==> config.mk <==
export PLATFORM = sky130hd
export DESIGN_NAME = pipeline_hazard_ctrl_flat
export DESIGN_NICKNAME = d
export VERILOG_FILES = /design/src/rtl/pipeline_hazard_ctrl_if.sv /design/src/rtl/pipeline_hazard_ctrl.sv /design/src/flat_wrapper.sv
export SDC_FILE = /design/constraint.sdc
export NUM_CORES = 1
export LEC_CHECK = 0
export CORE_ASPECT_RATIO = 1.4
export CORE_MARGIN = 4
export CORE_UTILIZATION = 48
export DETAILED_ROUTE_END_ITERATION = 8
export PLACE_DENSITY = 0.84
export SLEW_MARGIN = 10
export SYNTH_ARGS = -nofsm -noshare
export SYNTH_HDL_FRONTEND = slang
export SYNTH_SLANG_ARGS = --single-unit
==> constraint.sdc <==
create_clock -name clk -period 2.2 [get_ports clk]
set_input_delay 0.44 -clock clk [delete_from_list [all_inputs] [get_ports clk]]
set_output_delay 0.44 -clock clk [all_outputs]
set_load 0.05 [all_outputs]
==> src/rtl/pipeline_hazard_ctrl_if.sv <==
// Hazard-unit bundle: decoder/pipeline side (master) and sequencer side (slave).
interface pipeline_hazard_ctrl_if #(
    parameter int CNT_W = 16
);
    logic [4:0]       id_rs;
    logic [4:0]       id_rt;
    logic             id_uses_rt;
    logic             ex_mem_read;
    logic [4:0]       ex_rt;
    logic             mem_branch_taken;
    logic             dmem_req;
    logic             dmem_ready;
    logic             cnt_clr;
    logic             pc_write;
    logic             ifid_write;
    logic             idex_write;
    logic             exmem_write;
    logic             memwb_write;
    logic             ifid_flush;
    logic             exmem_flush;
    logic             idex_bubble;
    logic             pc_sel_branch;
    logic             mem_err;
    logic [1:0]       state;
    logic [CNT_W-1:0] stall_cnt;
    logic [CNT_W-1:0] flush_cnt;

    modport master (
        output id_rs, id_rt, id_uses_rt, ex_mem_read, ex_rt,
        output mem_branch_taken, dmem_req, dmem_ready, cnt_clr,
        input  pc_write, ifid_write, idex_write, exmem_write, memwb_write,
        input  ifid_flush, exmem_flush, idex_bubble, pc_sel_branch,
        input  mem_err, state, stall_cnt, flush_cnt
    );

    modport slave (
        input  id_rs, id_rt, id_uses_rt, ex_mem_read, ex_rt,
        input  mem_branch_taken, dmem_req, dmem_ready, cnt_clr,
        output pc_write, ifid_write, idex_write, exmem_write, memwb_write,
        output ifid_flush, exmem_flush, idex_bubble, pc_sel_branch,
        output mem_err, state, stall_cnt, flush_cnt
    );
endinterface

==> src/rtl/pipeline_hazard_ctrl.sv <==
// Stall/flush sequencer for the 5-stage pipeline: load-use, taken branch,
// data-memory waits with timeout trap, and saturating perf counters.
module pipeline_hazard_ctrl #(
    parameter int MEM_TIMEOUT = 255,
    parameter int TO_W        = 8,
    parameter int CNT_W       = 16
) (
    input logic                   clk,
    input logic                   rst_n,
    pipeline_hazard_ctrl_if.slave bus
);
    typedef enum logic [1:0] {
        RUN      = 2'd0,
        MEM_WAIT = 2'd1,
        ERR      = 2'd2
    } state_t;

    state_t           state_q, state_d;
    logic [TO_W-1:0]  wait_q, wait_d;
    logic             err_q, err_d;
    logic [CNT_W-1:0] stall_q, flush_q;
    logic             lu, freeze, stall_inc;

    assign lu = bus.ex_mem_read && (bus.ex_rt != 5'd0) &&
                ((bus.ex_rt == bus.id_rs) ||
                 (bus.id_uses_rt && (bus.ex_rt == bus.id_rt)));

    assign freeze = (state_q == ERR) ||
                    (!bus.dmem_ready &&
                     ((state_q == MEM_WAIT) ||
                      ((state_q == RUN) && bus.dmem_req)));

    // Freeze outranks the branch so a pending redirect waits for memory.
    always_comb begin
        bus.pc_write      = 1'b0;
        bus.ifid_write    = 1'b0;
        bus.idex_write    = 1'b0;
        bus.exmem_write   = 1'b0;
        bus.memwb_write   = 1'b0;
        bus.ifid_flush    = 1'b0;
        bus.exmem_flush   = 1'b0;
        bus.idex_bubble   = 1'b0;
        bus.pc_sel_branch = 1'b0;
        if (rst_n && !freeze) begin
            bus.pc_write    = 1'b1;
            bus.ifid_write  = 1'b1;
            bus.idex_write  = 1'b1;
            bus.exmem_write = 1'b1;
            bus.memwb_write = 1'b1;
            if (bus.mem_branch_taken) begin
                bus.pc_sel_branch = 1'b1;
                bus.ifid_flush    = 1'b1;
                bus.idex_bubble   = 1'b1;
                bus.exmem_flush   = 1'b1;
            end else if (lu) begin
                bus.pc_write    = 1'b0;
                bus.ifid_write  = 1'b0;
                bus.idex_bubble = 1'b1;
            end
        end
    end

    always_comb begin
        state_d = state_q;
        wait_d  = wait_q;
        err_d   = err_q;
        case (state_q)
            RUN: begin
                if (bus.dmem_req && !bus.dmem_ready) begin
                    state_d = MEM_WAIT;
                    wait_d  = TO_W'(1);
                end
            end
            MEM_WAIT: begin
                if (bus.dmem_ready) begin
                    state_d = RUN;
                    wait_d  = '0;
                end else if (wait_q == TO_W'(MEM_TIMEOUT)) begin
                    state_d = ERR;
                    err_d   = 1'b1;
                end else begin
                    wait_d = wait_q + TO_W'(1);
                end
            end
            ERR: begin
                state_d = ERR;
            end
            default: begin
                state_d = RUN;
                wait_d  = '0;
            end
        endcase
    end

    always_ff @(posedge clk or negedge rst_n) begin
        if (!rst_n) begin
            state_q <= RUN;
            wait_q  <= '0;
            err_q   <= 1'b0;
        end else begin
            state_q <= state_d;
            wait_q  <= wait_d;
            err_q   <= err_d;
        end
    end

    assign stall_inc = !bus.pc_write && (state_q != ERR);

    always_ff @(posedge clk or negedge rst_n) begin
        if (!rst_n) begin
            stall_q <= '0;
            flush_q <= '0;
        end else if (bus.cnt_clr) begin
            stall_q <= '0;
            flush_q <= '0;
        end else begin
            if (stall_inc && (stall_q != '1))
                stall_q <= stall_q + CNT_W'(1);
            if (bus.pc_sel_branch && (flush_q != '1))
                flush_q <= flush_q + CNT_W'(1);
        end
    end

    assign bus.state     = state_q;
    assign bus.mem_err   = err_q;
    assign bus.stall_cnt = stall_q;
    assign bus.flush_cnt = flush_q;
endmodule

==> src/flat_wrapper.sv <==
// flat-port wrapper written by rule: the top's interface ports become plain ports
module pipeline_hazard_ctrl_flat 
#(
    parameter int MEM_TIMEOUT = 255,
    parameter int TO_W        = 8,
    parameter int CNT_W       = 16
)
  (clk, rst_n, bus_id_rs, bus_id_rt, bus_id_uses_rt, bus_ex_mem_read, bus_ex_rt, bus_mem_branch_taken, bus_dmem_req, bus_dmem_ready, bus_cnt_clr, bus_pc_write, bus_ifid_write, bus_idex_write, bus_exmem_write, bus_memwb_write, bus_ifid_flush, bus_exmem_flush, bus_idex_bubble, bus_pc_sel_branch, bus_mem_err, bus_state, bus_stall_cnt, bus_flush_cnt);
  pipeline_hazard_ctrl_if #(.CNT_W(CNT_W)) bus_i ();
  input logic clk;
  input logic rst_n;
  input wire logic [$bits(bus_i.id_rs)-1:0] bus_id_rs;
  input wire logic [$bits(bus_i.id_rt)-1:0] bus_id_rt;
  input wire logic [$bits(bus_i.id_uses_rt)-1:0] bus_id_uses_rt;
  input wire logic [$bits(bus_i.ex_mem_read)-1:0] bus_ex_mem_read;
  input wire logic [$bits(bus_i.ex_rt)-1:0] bus_ex_rt;
  input wire logic [$bits(bus_i.mem_branch_taken)-1:0] bus_mem_branch_taken;
  input wire logic [$bits(bus_i.dmem_req)-1:0] bus_dmem_req;
  input wire logic [$bits(bus_i.dmem_ready)-1:0] bus_dmem_ready;
  input wire logic [$bits(bus_i.cnt_clr)-1:0] bus_cnt_clr;
  output wire logic [$bits(bus_i.pc_write)-1:0] bus_pc_write;
  output wire logic [$bits(bus_i.ifid_write)-1:0] bus_ifid_write;
  output wire logic [$bits(bus_i.idex_write)-1:0] bus_idex_write;
  output wire logic [$bits(bus_i.exmem_write)-1:0] bus_exmem_write;
  output wire logic [$bits(bus_i.memwb_write)-1:0] bus_memwb_write;
  output wire logic [$bits(bus_i.ifid_flush)-1:0] bus_ifid_flush;
  output wire logic [$bits(bus_i.exmem_flush)-1:0] bus_exmem_flush;
  output wire logic [$bits(bus_i.idex_bubble)-1:0] bus_idex_bubble;
  output wire logic [$bits(bus_i.pc_sel_branch)-1:0] bus_pc_sel_branch;
  output wire logic [$bits(bus_i.mem_err)-1:0] bus_mem_err;
  output wire logic [$bits(bus_i.state)-1:0] bus_state;
  output wire logic [$bits(bus_i.stall_cnt)-1:0] bus_stall_cnt;
  output wire logic [$bits(bus_i.flush_cnt)-1:0] bus_flush_cnt;
  assign bus_i.id_rs = bus_id_rs;
  assign bus_i.id_rt = bus_id_rt;
  assign bus_i.id_uses_rt = bus_id_uses_rt;
  assign bus_i.ex_mem_read = bus_ex_mem_read;
  assign bus_i.ex_rt = bus_ex_rt;
  assign bus_i.mem_branch_taken = bus_mem_branch_taken;
  assign bus_i.dmem_req = bus_dmem_req;
  assign bus_i.dmem_ready = bus_dmem_ready;
  assign bus_i.cnt_clr = bus_cnt_clr;
  assign bus_pc_write = bus_i.pc_write;
  assign bus_ifid_write = bus_i.ifid_write;
  assign bus_idex_write = bus_i.idex_write;
  assign bus_exmem_write = bus_i.exmem_write;
  assign bus_memwb_write = bus_i.memwb_write;
  assign bus_ifid_flush = bus_i.ifid_flush;
  assign bus_exmem_flush = bus_i.exmem_flush;
  assign bus_idex_bubble = bus_i.idex_bubble;
  assign bus_pc_sel_branch = bus_i.pc_sel_branch;
  assign bus_mem_err = bus_i.mem_err;
  assign bus_state = bus_i.state;
  assign bus_stall_cnt = bus_i.stall_cnt;
  assign bus_flush_cnt = bus_i.flush_cnt;
  pipeline_hazard_ctrl #(.MEM_TIMEOUT(MEM_TIMEOUT), .TO_W(TO_W), .CNT_W(CNT_W)) u_core (.clk(clk), .rst_n(rst_n), .bus(bus_i));
endmodule
After elaboration in Yosys (flattened, before gate mapping)
Index checks and enable logic that the tools add are counted.
Widths: inputs -> output; s select.
{ "totals": {"elab_cells": 65, "out_inout_bits": 44, "rom_bits": 0, "latchBits": 0, "input_bits": 23, "mem_count": 0, "mem_bits_rw": 0, "reg_bits": 43} }
{ "classes": {"n_bitwise": 2, "n_mul": 0, "n_addsub": 3, "n_div": 0, "n_mux": 21, "reduce_logical": 23, "eq_ne": 11, "n_lt_le_gt_ge": 0, "n_shift": 0} }
{ "op_table": {"columns": ["operator", "count"], "rows": [
  ["$mux 16", 4],
  ["$add 16x1->16 const B", 2],
  ["$ne 16x16->1 const B", 2],
  ["$mux 8", 3],
  ["$pmux 8 s3", 1],
  ["$eq 5x5->1", 2],
  ["$logic_and 1x1->1", 10],
  ["$mux 1", 9],
  ["$add 8x1->8 const B", 1],
  ["$eq 8x8->1 const B", 1],
  ["$mux 2", 3],
  ["$ne 3x3->1 const B", 2],
  ["$pmux 2 s3", 1],
  ["$reduce_and 3->1", 2],
  ["$reduce_bool 5->1", 1],
  ["$ne 2x2->1 const B", 2],
  ["$reduce_bool 2->1", 2],
  ["$logic_not 1->1", 3],
  ["$logic_or 1x1->1", 3],
  ["$eq 2x1->1 const B", 1],
  ["$eq 2x2->1 const B", 1],
  ["$logic_not 2->1", 1],
  ["$not 1->1", 2],
  ["$reduce_and 2->1", 1]
]} }

Depth between registers and ports, before layout
Gate-level depths: netlist (run 1).
{ "depth": {"depth_word": 13, "ltp_mapped": 8} }

Least setup slack after synthesis (run 1)
Ideal clock, no wire load.
{ "synth_timing": {"path_type": "register -> output", "from": "register u_core.state_q[1] (netlist: u_core.bus.state[1])", "to": "output port bus_pc_write", "setup_slack_ps": -469, "path_buffers": 1, "stages_incl_launch_ff": 5, "t_arrival_ps": 2229, "required_ps": 1760, "path_cell_list": "dfrtp_1 or2_1 o211a_1 o31a_1 buf_4"} }
{ "synth_via": {"elab_chain_cells": 8, "word_cells_on_any_way": 10, "cone_classes": "eq/ne (2); mux (1); reduce/logical (7)"} }
{ "synth_rtl": {"columns": ["item", "line", "source"], "rows": [
  ["start: declaration", "pipeline_hazard_ctrl.sv:18", "state_t state_q, state_d;"],
  ["start signal: assignment", "pipeline_hazard_ctrl.sv:101", "state_q <= state_d;"],
  ["$logic_not 2->1", "pipeline_hazard_ctrl.sv:31", "((state_q == RUN) && bus.dmem_req)));"],
  ["$logic_and 1x1->1", "pipeline_hazard_ctrl.sv:31", null],
  ["$logic_or 1x1->1", "pipeline_hazard_ctrl.sv:30", "((state_q == MEM_WAIT) ||"],
  ["$logic_and 1x1->1", "pipeline_hazard_ctrl.sv:29", "(!bus.dmem_ready &&"],
  ["$logic_or 1x1->1 (*)", "pipeline_hazard_ctrl.sv:28", "assign freeze = (state_q == ERR) ||"],
  ["$logic_not 1->1 (*)", "pipeline_hazard_ctrl.sv:44", "if (rst_n && !freeze) begin"],
  ["$logic_and 1x1->1 (*)", "pipeline_hazard_ctrl.sv:44", null],
  ["$mux 1 (*)", null, null],
  ["end: declaration", "flat_wrapper.sv:21", "output wire logic [$bits(bus_i.pc_write)-1:0] bus_pc_write;"]
]} }
Every way passes the cells marked *; elsewhere a longest branch is shown, timed or not.

Final worst setup path (run 1)
{ "layout_timing": {"from": "input port bus_id_rs[2]", "to": "register u_core.stall_q[11] (netlist: u_core.bus.stall_cnt[11])"} }
{ "layout_via": {"elab_chain_cells": 10} }
{ "layout_rtl": {"columns": ["item", "line", "source"], "rows": [
  ["start: declaration", "flat_wrapper.sv:12", "input wire logic [$bits(bus_i.id_rs)-1:0] bus_id_rs;"],
  ["$eq 5x5->1", "pipeline_hazard_ctrl.sv:25", "((bus.ex_rt == bus.id_rs) ||"],
  ["$logic_or 1x1->1", "pipeline_hazard_ctrl.sv:25", null],
  ["$logic_and 1x1->1", "pipeline_hazard_ctrl.sv:24", "assign lu = bus.ex_mem_read && (bus.ex_rt != 5'd0) &&"],
  ["$mux 1", "pipeline_hazard_ctrl.sv:55", "end else if (lu) begin"],
  ["$mux 1", "pipeline_hazard_ctrl.sv:50", "if (bus.mem_branch_taken) begin"],
  ["$mux 1", "pipeline_hazard_ctrl.sv:44", null],
  ["$logic_not 1->1", "pipeline_hazard_ctrl.sv:107", "assign stall_inc = !bus.pc_write && (state_q != ERR);"],
  ["$logic_and 1x1->1", "pipeline_hazard_ctrl.sv:107", null],
  ["$logic_and 1x1->1", "pipeline_hazard_ctrl.sv:117", "if (stall_inc && (stall_q != '1))"],
  ["$reduce_bool 2->1 (no line)", null, null],
  ["end signal: assignment", "pipeline_hazard_ctrl.sv:118", "stall_q <= stall_q + CNT_W'(1);"],
  ["end: declaration", "pipeline_hazard_ctrl.sv:21", "logic [CNT_W-1:0] stall_q, flush_q;"]
]} }
Every way passes these cells.
A chain may end at the register's enable or synchronous reset.

==> results.toml, run 1 <==
[outcome]
outcome = "finished clean"

[yosys]
yosysTopAreaCellShare = 0.437
syn_area_um2 = 2460
synth_seq_cells = 43
ys_async_sr_fraction = 1.00
ys_types = 46
yosys.area.top_type = "dfrtp_1"
ys.flop_type = "dfrtp_1"
synth.avg_cell_area_um2 = 9.33
ys_warn_count = 0
syn-num-nets = 290
synth_edf_count = 0
synth_most_common_cell = "dfrtp_1"
ys_seq_area_frac = 0.437
synthTopCellsByArea = "dfrtp_1, xnor2_1, a21oi_1, or3_1, nor2_1"
netlist_instances = 264
synth.top_cells.by_count = "dfrtp_1, nor2_1, a21oi_1"

[floorplanning]
initial_utilization = 0.501
die_x_um = 68.6
core_um2 = 4920
ios = 67
dieArea_um2 = 6360
die_y_um = 92.8
rows = 30

[flow_run]
maxCapViolCount = 0

[cells_and_area]
syn2layout_area_growth_pct = 50.4
final_util = 0.754
nets = 389
fillers = 345
layout-drive-gt1-share = 0.283
antenna_cells = 0

[critical_path]
cp.arrival_ps = 2420
crit_type = "input port to flip-flop"
start_kind = "input port"
cp-end-kind = "flip-flop"
required_ps = 2430
crit_fanout = 4

[pwr]
netSwitchingFraction = 0.311
peakVddDrop_v = 0.000416
cellInternalPower_mw = 1.23
p_per_area_nw_per_um2 = 480
power_leakage_nw = 1.54
power_mw = 1.78
combPwrFrac = 0.233
pwr-share-seq = 0.467
switchingPower_mw = 0.553
power_frac_clock = 0.300

[global_routing]
grt_max_degree = 44
grt_pass1_vias = 2461
grt_pass1_wl_mm = 11.0
grt-ovfl-total = 0
grtUsageTotal = 0.225
antenna_found_initial = 0

[cts]
cts_buffers = 5
cts.path.max_buffers = 2
cts_sinks = 43
htree_levels = 2
cts_tree = "done"
clock-root-buffer = "clkbuf_8"
clk_latency_ps = 310
clkTransAtPathRegs_ps = 90

[placement]
hpwl_mm = 4.68
io_buffers = 66
place_congestion = 0.807
pre_cts_ws_ps = -359

[drt]
drc = 0
vias = 2430
wl_per_cell_um = 16.4
drt_iter0_markers = 80
dr.pass1.iters = 4
final_antenna_net_count = 0
viasPerCell = 5.68
drt_wl_total_mm = 7.04

[sta]
slew_violations = 0
tightest_slew_ps = 554
clock_skew_ps = 8.63
max_slew_margin = 0.631
max_freq_mhz = 456
fin_crit_sh = 0.997
finalHoldViolations = 0
fin_ws_ps = 7.04
setup_violations = 0
hold_slack_ps = 270
min_period_ps = 2190

[worst_hold_path]
hp-class = "input port to asynchronous set/reset pin"
-- critical path, stage by stage --
cell and delay [ps]:
dlygate4sd2_1 240, xnor2_1 180, nand3_2 120, buf_4 140, buf_4 130, buf_4 130
o22ai_2 210, a21oi_4 110, or4_1 560, a21oi_2 170
-- sequential cells by signal (all words and copies together) (netlist names) --
name / cells
u_core.bus.stall_cnt: 16
u_core.bus.flush_cnt: 16
u_core.bus.mem_err: 1
u_core.bus.state: 2
u_core.wait_q: 8
-- repair_timing --
item	CTS	global route
gates resized for setup	32	30
pin swaps	17	18
hold endpoints to repair	0	0
gates cloned	0	1
buffers inserted	6	2
hold buffers	0	0
setup endpoints to repair	13	27
-- power groups by stage --
stage	clock [mW]	combinational (mW)	sequential, mW
finish	0.533	0.415	0.832
global route	0.578	0.440	0.836
CTS	0.541	0.389	0.832
detailed placement	0	0.376	0.847
global placement	0	0.371	0.846
floorplan	0	0.163	0.880
-- stage by stage --
| step | setup TNS, ps | area [µm²] | cells |
|---|---|---|---|
| 2_1_floorplan | 0 | 2490 | 264 |
| 3_3_place_gp | -6090 | 3460 | 412 |
| 3_5_place_dp | -8080 | 3460 | 412 |
| 4_1_cts | -2.37 | 3630 | 425 |
| 5_1_grt | -254 | 3710 | 428 |
| 6_report | 0 | 3710 | 428 |
-- final timing paths --
path / from / to / slack (ps) / cells after the start
worst min-delay path: rst_n / u_core.wait_q[5] / 270 / 2
worst max register to register: u_core.bus.stall_cnt[9] / u_core.bus.stall_cnt[11] / 40 / 6
worst min register to register: u_core.bus.mem_err / u_core.bus.mem_err / 470 / 1
max in group asynchronous: rst_n / u_core.bus.stall_cnt[0] / 1520 / 2
min in group clk: u_core.bus.mem_err / u_core.bus.mem_err / 470 / 1
worst max-delay path: bus_id_rs[2] / u_core.bus.stall_cnt[11] / 7 / 10
-- area by class of cell --
cell class / count / area [µm²] / share of cell area
multi-input combinational: 202 / 1400 / 0.377
timing repair buffer: 105 / 1030 / 0.277
clock buffer: 5 / 68.8 / 0.0186
clock inverter: 3 / 23.8 / 0.00641
sequential: 43 / 1090 / 0.293
inverter: 6 / 22.5 / 0.00608
tap: 64 / 80.1 / 0.0216
-- kinds of logic (layout without fill, tap and decap cells) --
family	count (synthesis)	after routing	synth area share
AOI/OAI and AO/OA	58	58	0.149
xor gates and xnor gates	26	26	0.0924
adders and majority gates	3	3	0.0152
buffers and inverters	19	119	0.0442
DFF	43	43	0.437
muxes	3	3	0.0122
and+or+nand+nor	112	112	0.250
-- metal layers --
metal / wire (µm) / global-route usage / vias to the layer above
li1: - / - / 1140
met1: 2620 / 0.249 / 1201
met2: 3810 / 0.391 / 70
met3: 390 / 0.0667 / 19
met4: 214 / 0.0862 / 0
met5: 0 / 0 / -
-- cells in the final DEF, fill, tap and decap left out, types with 7 or more instances in the layout --
cell and instances:
dfrtp_2 9, xnor2_2 7, o21ai_0 17, a21oi_1 20, nand4_1 7, nand3_1 9, or3_1 16, dfrtp_1 34
nand2_1 19, buf_12 11, buf_4 32, nor2_1 23, xnor2_1 13, clkdlybuf4s50_1 39
Note: power is estimated with default switching activity, not from simulation.
==> inputs of run 2 (changes only) <==
clock period = 2.25 ns   (was 2.2 ns; I/O delays follow)
==> run 2 against run 1 <==
Net effect: count of clock-buffer cells in the layout up 2; die area unchanged; total power down 3.8%; global-route usage down 0.97 points; sequential cell count unchanged.
==> results.toml, run 2 (synthesized netlist as in run 1, its figures left out) <==
[cells_and_area]
layout-drive-gt1-share = 0.235
final_common_cell = "dfrtp_1"
syn2layout_area_growth_pct = 46.6
nets = 383
finalNonFillerCells = 422
final_util = 0.735
layout_common_cells = "dfrtp_1, clkdlybuf4s50_1, buf_4"
antenna_cells = 0

[drt]
drt_iter0_markers = 128
dr.pass1.iters = 4
drt_wl_total_mm = 6.74
vias = 2364
drc = 0
wl_met1_mm = 2.67
wl_per_cell_um = 16.0
final_antenna_net_count = 0
top_layer_used = "met4"
viasPerCell = 5.60
wl_met3_um = 449
wl_met2_mm = 3.56

[critical_path]
start_kind = "input port"
crit_chain = "dlygate4sd2_1, xnor2_1, nand3_1, o22a_1, o31a_4, buf_12"
cp-end-kind = "output port"
path_buf_inv = 2
required_ps = 1800
cp_slowest_cell = "o31a_4"
crit_type = "input port to output port"
crit_fanout = 2
cp.arrival_ps = 1780
slowest_delay_ps = 380
crit_family = "compound AO/OA/AOI/OAI gates"

[sta]
fin_crit_sh = 0.991
setup_violations = 0
max_slew_margin = 0.636
tns_ps = 0
min_period_ps = 2230
tightest_slew_ps = 546
clock_skew_ps = 11.8
max_freq_mhz = 448
finalHoldViolations = 0
fin_ws_ps = 19.7
slew_violations = 0

[floorplanning]
ios = 67
core_um2 = 4920
die_x_um = 68.6
die_y_um = 92.8
dieArea_um2 = 6360
rows = 30
initial_utilization = 0.501

[global_routing]
grt_pass1_wl_mm = 10.7
grt_pass1_vias = 2343
antenna_found_initial = 0
grt_max_degree = 44
grt-ovfl-total = 0
grtUsageTotal = 0.216

[cts]
clkTransAtPathRegs_ps = 90
clk_latency_ps = 300
cts_buffers = 5
htree_levels = 2
holdBufCountCts = 0
clock-root-buffer = "clkbuf_8"
cts.path.max_buffers = 2
cts_tree = "done"
cts_sinks = 43

[pwr]
power_leakage_nw = 1.50
p_per_area_nw_per_um2 = 474
peakVddDrop_v = 0.000341

[placement]
pre_cts_ws_ps = -334
dpl.cell_count = 405
io_buffers = 66
place_congestion = 0.861
hpwl_mm = 4.55

[flow_run]
maxCapViolCount = 0

[outcome]
outcome = "finished clean"

[worst_hold_path]
hp-class = "input port to asynchronous set/reset pin"
run 2: cell type report:
| cell class | instances | area (µm²) |
|---|---|---|
| Timing Repair Buffer | 99 | 980 |
| Clock buffer | 7 | 86.3 |
| Tap cell | 64 | 80.1 |
| Fill cell | 349 | 1310 |
| Clock inverter | 1 | 5.00 |
| Multi-Input combinational cell | 202 | 1360 |
| Inverter | 6 | 22.5 |
| Sequential cell | 43 | 1080 |
run 2: timing repair:
action	4_1_cts	5_1_grt
gates resized for setup	20	31
setup endpoints to repair	6	21
gates cloned	0	0
buffers inserted	2	8
pin swaps	18	18
run 2: final timing paths:
check | startpoint | endpoint | slack, ps | cells after the start
max | bus_id_rs[4] | bus_ifid_write | 20 | 6
min | rst_n | u_core.bus.flush_cnt[13] | 270 | 2
max reg2reg | u_core.bus.stall_cnt[0] | u_core.bus.stall_cnt[11] | 90 | 7
min reg2reg | u_core.bus.mem_err | u_core.bus.mem_err | 480 | 1
max in group asynchronous | rst_n | u_core.bus.stall_cnt[0] | 1570 | 2
min in group clk | u_core.bus.mem_err | u_core.bus.mem_err | 480 | 1
run 2: through the flow:
| stage | hold slack [ps] | instance area [µm²] | power [mW] |
|---|---|---|---|
| floorplan | 154 | 2470 | 1.02 |
| global placement | 453 | 3390 | 1.17 |
| detailed placement | 456 | 3390 | 1.18 |
| CTS | 271 | 3500 | 1.69 |
| global route | 310 | 3610 | 1.79 |
| finish | 270 | 3610 | 1.71 |
run 2: where the power goes:
group / internal [mW] / total, mW / switching [mW]
Clock: 0.248 / 0.516 / 0.268
Sequential: 0.791 / 0.819 / 0.0279
Combinational: 0.171 / 0.378 / 0.207
Total: 1.21 / 1.71 / 0.502
run 2: metal layers:
metal / global-route usage / vias up
li1: - / 1135
met1: 0.254 / 1160
met2: 0.378 / 62
met3: 0.0510 / 7
met4: 0.0580 / 0
met5: 0 / -
==> inputs of run 3 (changes only) <==
CORE_MARGIN = 2   (was 4)
==> run 3 against run 2 <==
Net effect: hold slack gained 15 ps; global-route usage rose by 2.6 points; wire length is 0.53% higher; first-iteration DRC count fell by 59%; cell area rose by 2.1%; combinational power is 5.8% higher; final cell count increased by 0.95%; largest cell class unchanged; largest power group unchanged.
==> results.toml, run 3 (synthesized netlist as in run 1, its figures left out) <==
[outcome]
outcome = "finished clean"

[floorplanning]
core_um2 = 4880
rows = 30
initial_utilization = 0.505
dieArea_um2 = 5730
die_y_um = 88.8
ios = 67
die_x_um = 64.6

[global_routing]
grtUsageTotal = 0.242
antenna_found_initial = 0
grt_pass1_wl_mm = 10.8
grt_pass1_vias = 2356
grt_max_degree = 40
grt-ovfl-total = 0

[cts]
cts_tree = "done"
cts_buffers = 5
htree_levels = 2
clk_latency_ps = 300
clkTransAtPathRegs_ps = 80
clock-root-buffer = "clkbuf_8"
cts_sinks = 43
cts.path.max_buffers = 2

[critical_path]
required_ps = 2480
crit_type = "input port to flip-flop"
crit_chain = "dlygate4sd2_1, xnor2_4, nand3_2, buf_4, buf_4, o22ai_1, a21oi_2, buf_4, or4_1, a21oi_2"
cp_slowest_cell = "or4_1"
start_kind = "input port"
cp.arrival_ps = 2450
slowest_delay_ps = 530
cp-end-kind = "flip-flop"
worst_path_most_repeated_cell = "buf_4"
crit_family = "buffers and inverters"
path_buf_inv = 4
crit_fanout = 10

[placement]
hpwl_mm = 4.68
place_congestion = 0.802
io_buffers = 66

[drt]
vias = 2345
drc = 0
final_antenna_net_count = 0
dr.pass1.iters = 4
viasPerCell = 5.50
wl_per_cell_um = 15.9
drt_wl_total_mm = 6.78
drt_iter0_markers = 53

[pwr]
p_per_area_nw_per_um2 = 458
power_mw = 1.69
peakVddDrop_v = 0.000487
power_leakage_nw = 1.53

[sta]
clock_skew_ps = 5.27
max_slew_margin = 0.645
setup_violations = 0
finalHoldViolations = 0
min_period_ps = 2220
max_freq_mhz = 450
slew_violations = 0
tightest_slew_ps = 530
fin_crit_sh = 0.988

[cells_and_area]
syn2layout_area_growth_pct = 49.8
final_util = 0.756
nets = 387
fillers = 332
layout_common_cells = "clkdlybuf4s50_1, dfrtp_1, buf_4"
layout-drive-gt1-share = 0.238
antenna_cells = 0

[flow_run]
maxCapViolCount = 0

[worst_hold_path]
hp-class = "input port to asynchronous set/reset pin"
==> run 3: cell types whose count changed in the layout (fill, tap and decap cells not counted), sizes merged <==
cell,before,now
dlygate4sd2,6,8
buf,43,49
clkdlybuf4s15,2,4
clkdlybuf4s50,39,40
clkbuf,14,8
dlygate4sd3,0,1
dlymetal6s2s,2,0
==> run 3: stage by stage <==
step	cell area (µm²)	TNS (ps)	instances	worst slack [ps]	hold slack, ps
6_report	3690	0	426	26.7	285
5_1_grt	3690	-60.4	426	-25.1	330
4_1_cts	3590	0	419	5.48	293
3_5_place_dp	3360	-5850	403	-346	288
3_3_place_gp	3360	-4230	403	-301	291
2_1_floorplan	2470	0	264	1.69	154
==> run 3: final cells by class <==
class                   count  area [µm²]  share of cell area
inverters                   6        22.5             0.00610
repair buffers            103        1040               0.282
clock buffers               7        76.3              0.0207
well taps                  64        80.1              0.0217
multi-input cells         202        1390               0.375
clock inverters             1        5.00             0.00136
flip-flops and latches     43        1080               0.293
==> run 3: final timing paths <==
path | start | to | cells past startpoint | slack (ps)
worst max-delay path | bus_id_rs[0] | u_core.bus.stall_cnt[11] | 10 | 30
worst min register to register | u_core.bus.mem_err | u_core.bus.mem_err | 1 | 470
worst min-delay path | rst_n | u_core.wait_q[1] | 2 | 290
max in group asynchronous | rst_n | u_core.bus.state[1] | 2 | 1450
min in group clk | u_core.bus.mem_err | u_core.bus.mem_err | 1 | 470
worst max register to register | u_core.bus.stall_cnt[0] | u_core.bus.stall_cnt[11] | 7 | 70
==> run 3: timing repair <==
item | in CTS | in global routing
gates cloned | 0 | 0
hold buffers | 1 | 0
setup buffers | 8 | 7
endpoints found under the setup margin | 6 | 19
resized for setup | 41 | 15
hold endpoints to repair | 4 | 0
pin swaps | 18 | 13
==> run 3: routing by layer <==
layer,routed length [µm],part of all wire,GRT usage
met5,0,0,0
met3,377,0.056,0.0547
met2,3780,0.56,0.463
met4,111,0.016,0.101
met1,2510,0.37,0.254
==> run 3: power breakdown <==
group | switching, mW | total (mW) | internal, mW
combinational | 0.214 | 0.400 | 0.186
clock | 0.253 | 0.470 | 0.218
sequential | 0.0276 | 0.819 | 0.791
total | 0.494 | 1.69 | 1.20
==> RTL change 1: new RTL, config.mk and constraints of run 2 <==
`TO_W` is set to 8 in 2 places; all go to 6.
--- a/src/rtl/pipeline_hazard_ctrl.sv
+++ b/src/rtl/pipeline_hazard_ctrl.sv
@@ -2,7 +2,7 @@
 // data-memory waits with timeout trap, and saturating perf counters.
 module pipeline_hazard_ctrl #(
     parameter int MEM_TIMEOUT = 255,
-    parameter int TO_W        = 8,
+    parameter int TO_W        = 6,
     parameter int CNT_W       = 16
 ) (
     input logic                   clk,
--- a/src/flat_wrapper.sv
+++ b/src/flat_wrapper.sv
@@ -2,7 +2,7 @@
 module pipeline_hazard_ctrl_flat 
 #(
     parameter int MEM_TIMEOUT = 255,
-    parameter int TO_W        = 8,
+    parameter int TO_W        = 6,
     parameter int CNT_W       = 16
 )
   (clk, rst_n, bus_id_rs, bus_id_rt, bus_id_uses_rt, bus_ex_mem_read, bus_ex_rt, bus_mem_branch_taken, bus_dmem_req, bus_dmem_ready, bus_cnt_clr, bus_pc_write, bus_ifid_write, bus_idex_write, bus_exmem_write, bus_memwb_write, bus_ifid_flush, bus_exmem_flush, bus_idex_bubble, bus_pc_sel_branch, bus_mem_err, bus_state, bus_stall_cnt, bus_flush_cnt);
Check against the original RTL: no difference found for any inputs over 10 cycles, from zero or initial values and one cycle with rst_n low; that may be too few to reach the edited logic, so the function may still have changed.
==> RTL change 1 against run 2 <==
  * Total power fell by 6.6%
  * Area after synthesis fell by 4.5%
  * Worst hold slack got worse by 15 ps
  * Combinational power fell by 12%
  * Cell area fell by 7.2%
  * Sequential cell count fell by 2
  * Via count fell by 10%
  * Wire length fell by 14%
  * Global-route usage fell by 1.2 points
  * Worst setup slack improved by 59 ps
  * Largest power group unchanged
  * Highest routed layer unchanged
==> RTL change 1: results (changes against run 2) <==
Status
  • Status: finished, final reports clean

Synth
  • Synth Area in Compound Gates: 0.0713 (-0.0775)
  • Xor/xnor share of the synthesized area: 0.145 (+0.0528)
  • Post-synthesis average cell area: 9.48 µm² (+1.6%)
  • Syn Nets: 274 (-5.5%)
  • Synth cell count leaders: dfrtp_1 (41), nor2_1 (37), xnor2_1 (26)
  • Seq/Total Area, Yosys: 0.436 (-0.000600)
  • Synth top area cells: dfrtp_1 (44%), xnor2_1 (9.7%), nor2_1 (5.9%)

Critical path
  • Worst-path fanout max: 5 (+3)
  • R2r setup slk: 300 ps (+210 ps)
  • WP data arrival: 1720 ps (-60 ps)

CTS
  • Hold Buf Count CTS: 1 (+1)
  • Setup bufs post-CTS: 0 (-2)

Placement
  • Placer congestion estimate: 0.823 (-4.4%)
  • DP HPWL: 4.37 mm (-3.9%)
  • Post-placement cell count: 382 (-5.7%)

GRT
  • Largest net degree at the start of global routing: 39 (-11%)
  • First-pass GRT wire length: 9.76 mm (-8.4%)
  • GR Util All Layers: 0.204 (-0.0117)

Timing
  • Clock skew: 10.2 ps (-1.60 ps)
  • Hold Slack: 256 ps (-14.7 ps)
  • Relative slew slack: 0.656 (+0.0200)

Route
  • Routed wire length: 5.83 mm (-14%)
  • Vias/cell: 5.45 (-2.8%)

Power and ir drop
  • Leak Pwr: 1.44 nW (-4.1%)
  • Max VDD drop: 374 µV (+9.6%)

Final layout
  • Post-layout nets: 354 (-7.6%)
  • Share of post-route cells with drive strength above 1: 0.165 (-0.0700)
  • Fillers: 366 (+4.9%)
  • Layout Cells excl Fill: 390 (-7.6%)
[RTL change 1: final cells by class]
| cell class | count | area (µm²) | share of cell area |
|---|---|---|---|
| Inverter | 1 | 3.75 | 0.00112 |
| Tap cell | 62 | 77.6 | 0.0232 |
| Multi-Input combinational cell | 193 | 1260 | 0.375 |
| Sequential cell | 41 | 1030 | 0.307 |
| Clock buffer | 7 | 86.3 | 0.0258 |
| Timing Repair Buffer | 86 | 900 | 0.268 |
[RTL change 1: path summary, 6_finish.rpt]
| path | end | cells past startpoint |
|---|---|---|
| min reg2reg | u_core.bus.mem_err | 1 |
| min | u_core.bus.stall_cnt[3] | 2 |
| min in group clk | u_core.bus.mem_err | 1 |
| max in group asynchronous | u_core.bus.state[0] | 2 |
| max | bus_ifid_write | 7 |
| max reg2reg | u_core.bus.stall_cnt[13] | 8 |
[RTL change 1: where the power goes]
group / total [mW] / internal [mW] / switching (mW) / leakage [nW]
logic: 0.332 / 0.152 / 0.180 / 0.833
clock network: 0.486 / 0.243 / 0.243 / 0.0443
registers: 0.781 / 0.755 / 0.0255 / 0.565
total: 1.60 / 1.15 / 0.449 / 1.44
[RTL change 1: through the flow]
step           instance area [µm²]  setup slack, ps
2_1_floorplan                 2370             11.6
3_5_place_dp                  3250             -259
3_3_place_gp                  3250             -180
4_1_cts                       3330            -8.63
6_report                      3350             79.1
5_1_grt                       3350             8.19
[RTL change 1: layer usage]
metal,vias up,part of all wire,GRT usage
met3,8,0.071,0.0535
met2,65,0.52,0.367
met4,0,0.014,0.0609
met5,-,0,0
li1,1006,-,-
met1,1045,0.39,0.227
[RTL change 1: worst max-delay path: stages]
cell           delay (ps)
dlygate4sd2_1         280
nor3_2                180
nand2_1                90
and3b_2               220
a21boi_4              200
buf_6                 160
buf_12                130
==> RTL change 2: new RTL, config.mk and constraints of run 2 <==
Made on the original files. Reset style: synchronous (`rst_n`), changed in 2 clocked blocks.
--- a/src/rtl/pipeline_hazard_ctrl.sv
+++ b/src/rtl/pipeline_hazard_ctrl.sv
@@ -92,7 +92,7 @@
         endcase
     end
 
-    always_ff @(posedge clk or negedge rst_n) begin
+    always_ff @(posedge clk) begin
         if (!rst_n) begin
             state_q <= RUN;
             wait_q  <= '0;
@@ -106,7 +106,7 @@
 
     assign stall_inc = !bus.pc_write && (state_q != ERR);
 
-    always_ff @(posedge clk or negedge rst_n) begin
+    always_ff @(posedge clk) begin
         if (!rst_n) begin
             stall_q <= '0;
             flush_q <= '0;
Formal check against the unedited RTL: differs if rst_n is asserted again (counterexample within 4 cycles, from zero or initial values and one cycle with rst_n low); with rst_n held inactive, the same outputs for 10 cycles.
==> RTL change 2 against run 2 <==
  * Total power shrank 11%
  * Largest cell class unchanged
  * Sequential cell count did not move
  * Wire length decreased by 5.9%
  * Worst setup slack worse by 6.1 ps
  * Area after synthesis shrank 5.5%
  * Cell area is 4.9% lower
  * Combinational power shrank 27%
  * Clock skew is 9.3 ps lower
==> RTL change 2: results (changes against run 2) <==
Status
  • Status: finished, final reports clean

Placement
  • DP HPWL: 4.57 mm (+0.35%)
  • Placer congestion estimate: 0.795 (-7.7%)

Critical path
  • Slowest library cell on the worst path: o31a_1
  • Max incr delay on CP: 280 ps (-100 ps)

Synth
  • Synth cell count leaders: dfxtp_1 (43), nor2_1 (31), nand2_1 (24)
  • Synth top area cells: dfxtp_1 (37%), xnor2_1 (6.0%), xor2_1 (6.0%)
  • Top_reg_cell synth: dfxtp_1
  • Yosys top cell area share: 0.370 (-0.0669)
  • Async SR Flop Fraction: 0 (-1.00)

Route
  • Initial DRC Count: 146 (+14%)
  • WL/cell: 14.9 µm (-7.0%)
  • Vias/cell: 5.45 (-2.6%)

GRT
  • Routing usage on met2: 0.385 (+0.00724)
  • Met3 Use GR: 0.0286 (-0.0223)
  • Largest net degree at the start of global routing: 20 (-55%)
  • GR Util All Layers: 0.212 (-0.00366)
  • First-pass GRT wire length: 10.2 mm (-4.3%)
  • Met1 global-route usage: 0.233 (-0.0217)

Timing
  • Relative slew slack: 0.655 (+0.0189)
  • Clock skew: 2.49 ps (-9.31 ps)

Final layout
  • Post-layout nets: 390 (+1.8%)
  • Fillers: 341 (-2.3%)
  • Share of post-route cells with drive strength above 1: 0.208 (-0.0264)

Worst hold path
  • Hold Path Class: register to register

Power and ir drop
  • Max VDD drop: 472 µV (+38%)
==> RTL change 2: changes by cell type in the layout (fill, tap and decap cells not counted), moves of 5 or more <==
cell,run 2,this run
dfxtp_1,0,41
dfrtp_1,40,0
o21ai_0,17,4
or3_1,16,3
nand3_1,9,21
xor2_1,6,16
a21oi_1,21,14
nor2_1,23,30
or4_1,1,7
xnor2_1,17,11
inv_1,6,1
nand2_1,19,24
nand4_1,7,12
o31ai_1,2,7
==> RTL change 2: what timing repair did <==
| action | CTS | global route |
|---|---|---|
| resized for setup | 43 | 16 |
| endpoints found under the setup margin | 17 | 16 |
| buffers inserted | 7 | 2 |
| pin swaps | 19 | 10 |
==> RTL change 2: path summary, 6_finish.rpt <==
path	from	to	slack [ps]	depth (start not counted)
worst max-delay path	bus_id_rt[1]	bus_pc_write	10	7
worst min register to register	u_core.bus.mem_err	u_core.bus.mem_err	490	1
worst min-delay path	u_core.bus.mem_err	u_core.bus.mem_err	490	1
worst max register to register	u_core.bus.state[0]	u_core.bus.stall_cnt[15]	150	7
==> RTL change 2: layout make-up <==
class | instances | area (µm²) | area share
well taps | 62 | 77.6 | 0.0226
repair buffers | 99 | 946 | 0.275
clock buffers | 7 | 76.3 | 0.0222
multi-input cells | 213 | 1460 | 0.425
flip-flops and latches | 43 | 863 | 0.251
clock inverters | 1 | 5.00 | 0.00146
inverters | 2 | 7.51 | 0.00219
==> RTL change 2: power breakdown <==
group | switching, mW | total [mW] | internal [mW]
Combinational | 0.143 | 0.276 | 0.132
Sequential | 0.00862 | 0.773 | 0.765
Clock | 0.256 | 0.474 | 0.218
Total | 0.408 | 1.52 | 1.12
==> RTL change 2: layer usage <==
metal  vias up  share of wire  routed length, µm
met1      1101           0.40               2510
met4         0          0.030                193
met5         -              0                  0
met3        16          0.030                192
met2        56           0.54               3450
li1       1156              -                  -
==> RTL change 2: cell families after synthesis <==
family / count (synthesis) / synth area share
and+or+nand+nor: 132 / 0.311
buffers and inverters: 18 / 0.0441
xor gates and xnor gates: 32 / 0.120
muxes: 4 / 0.0172
DFF: 43 / 0.370
adders and majority gates: 3 / 0.0161
AOI/OAI and AO/OA: 42 / 0.122
==> RTL change 2: critical path, delay by kind of cell <==
kind            cells  cell delay [ps]
compound gates      2              500
simple gates        1              160
xor+xnor            1              180
buf+inv             3              480
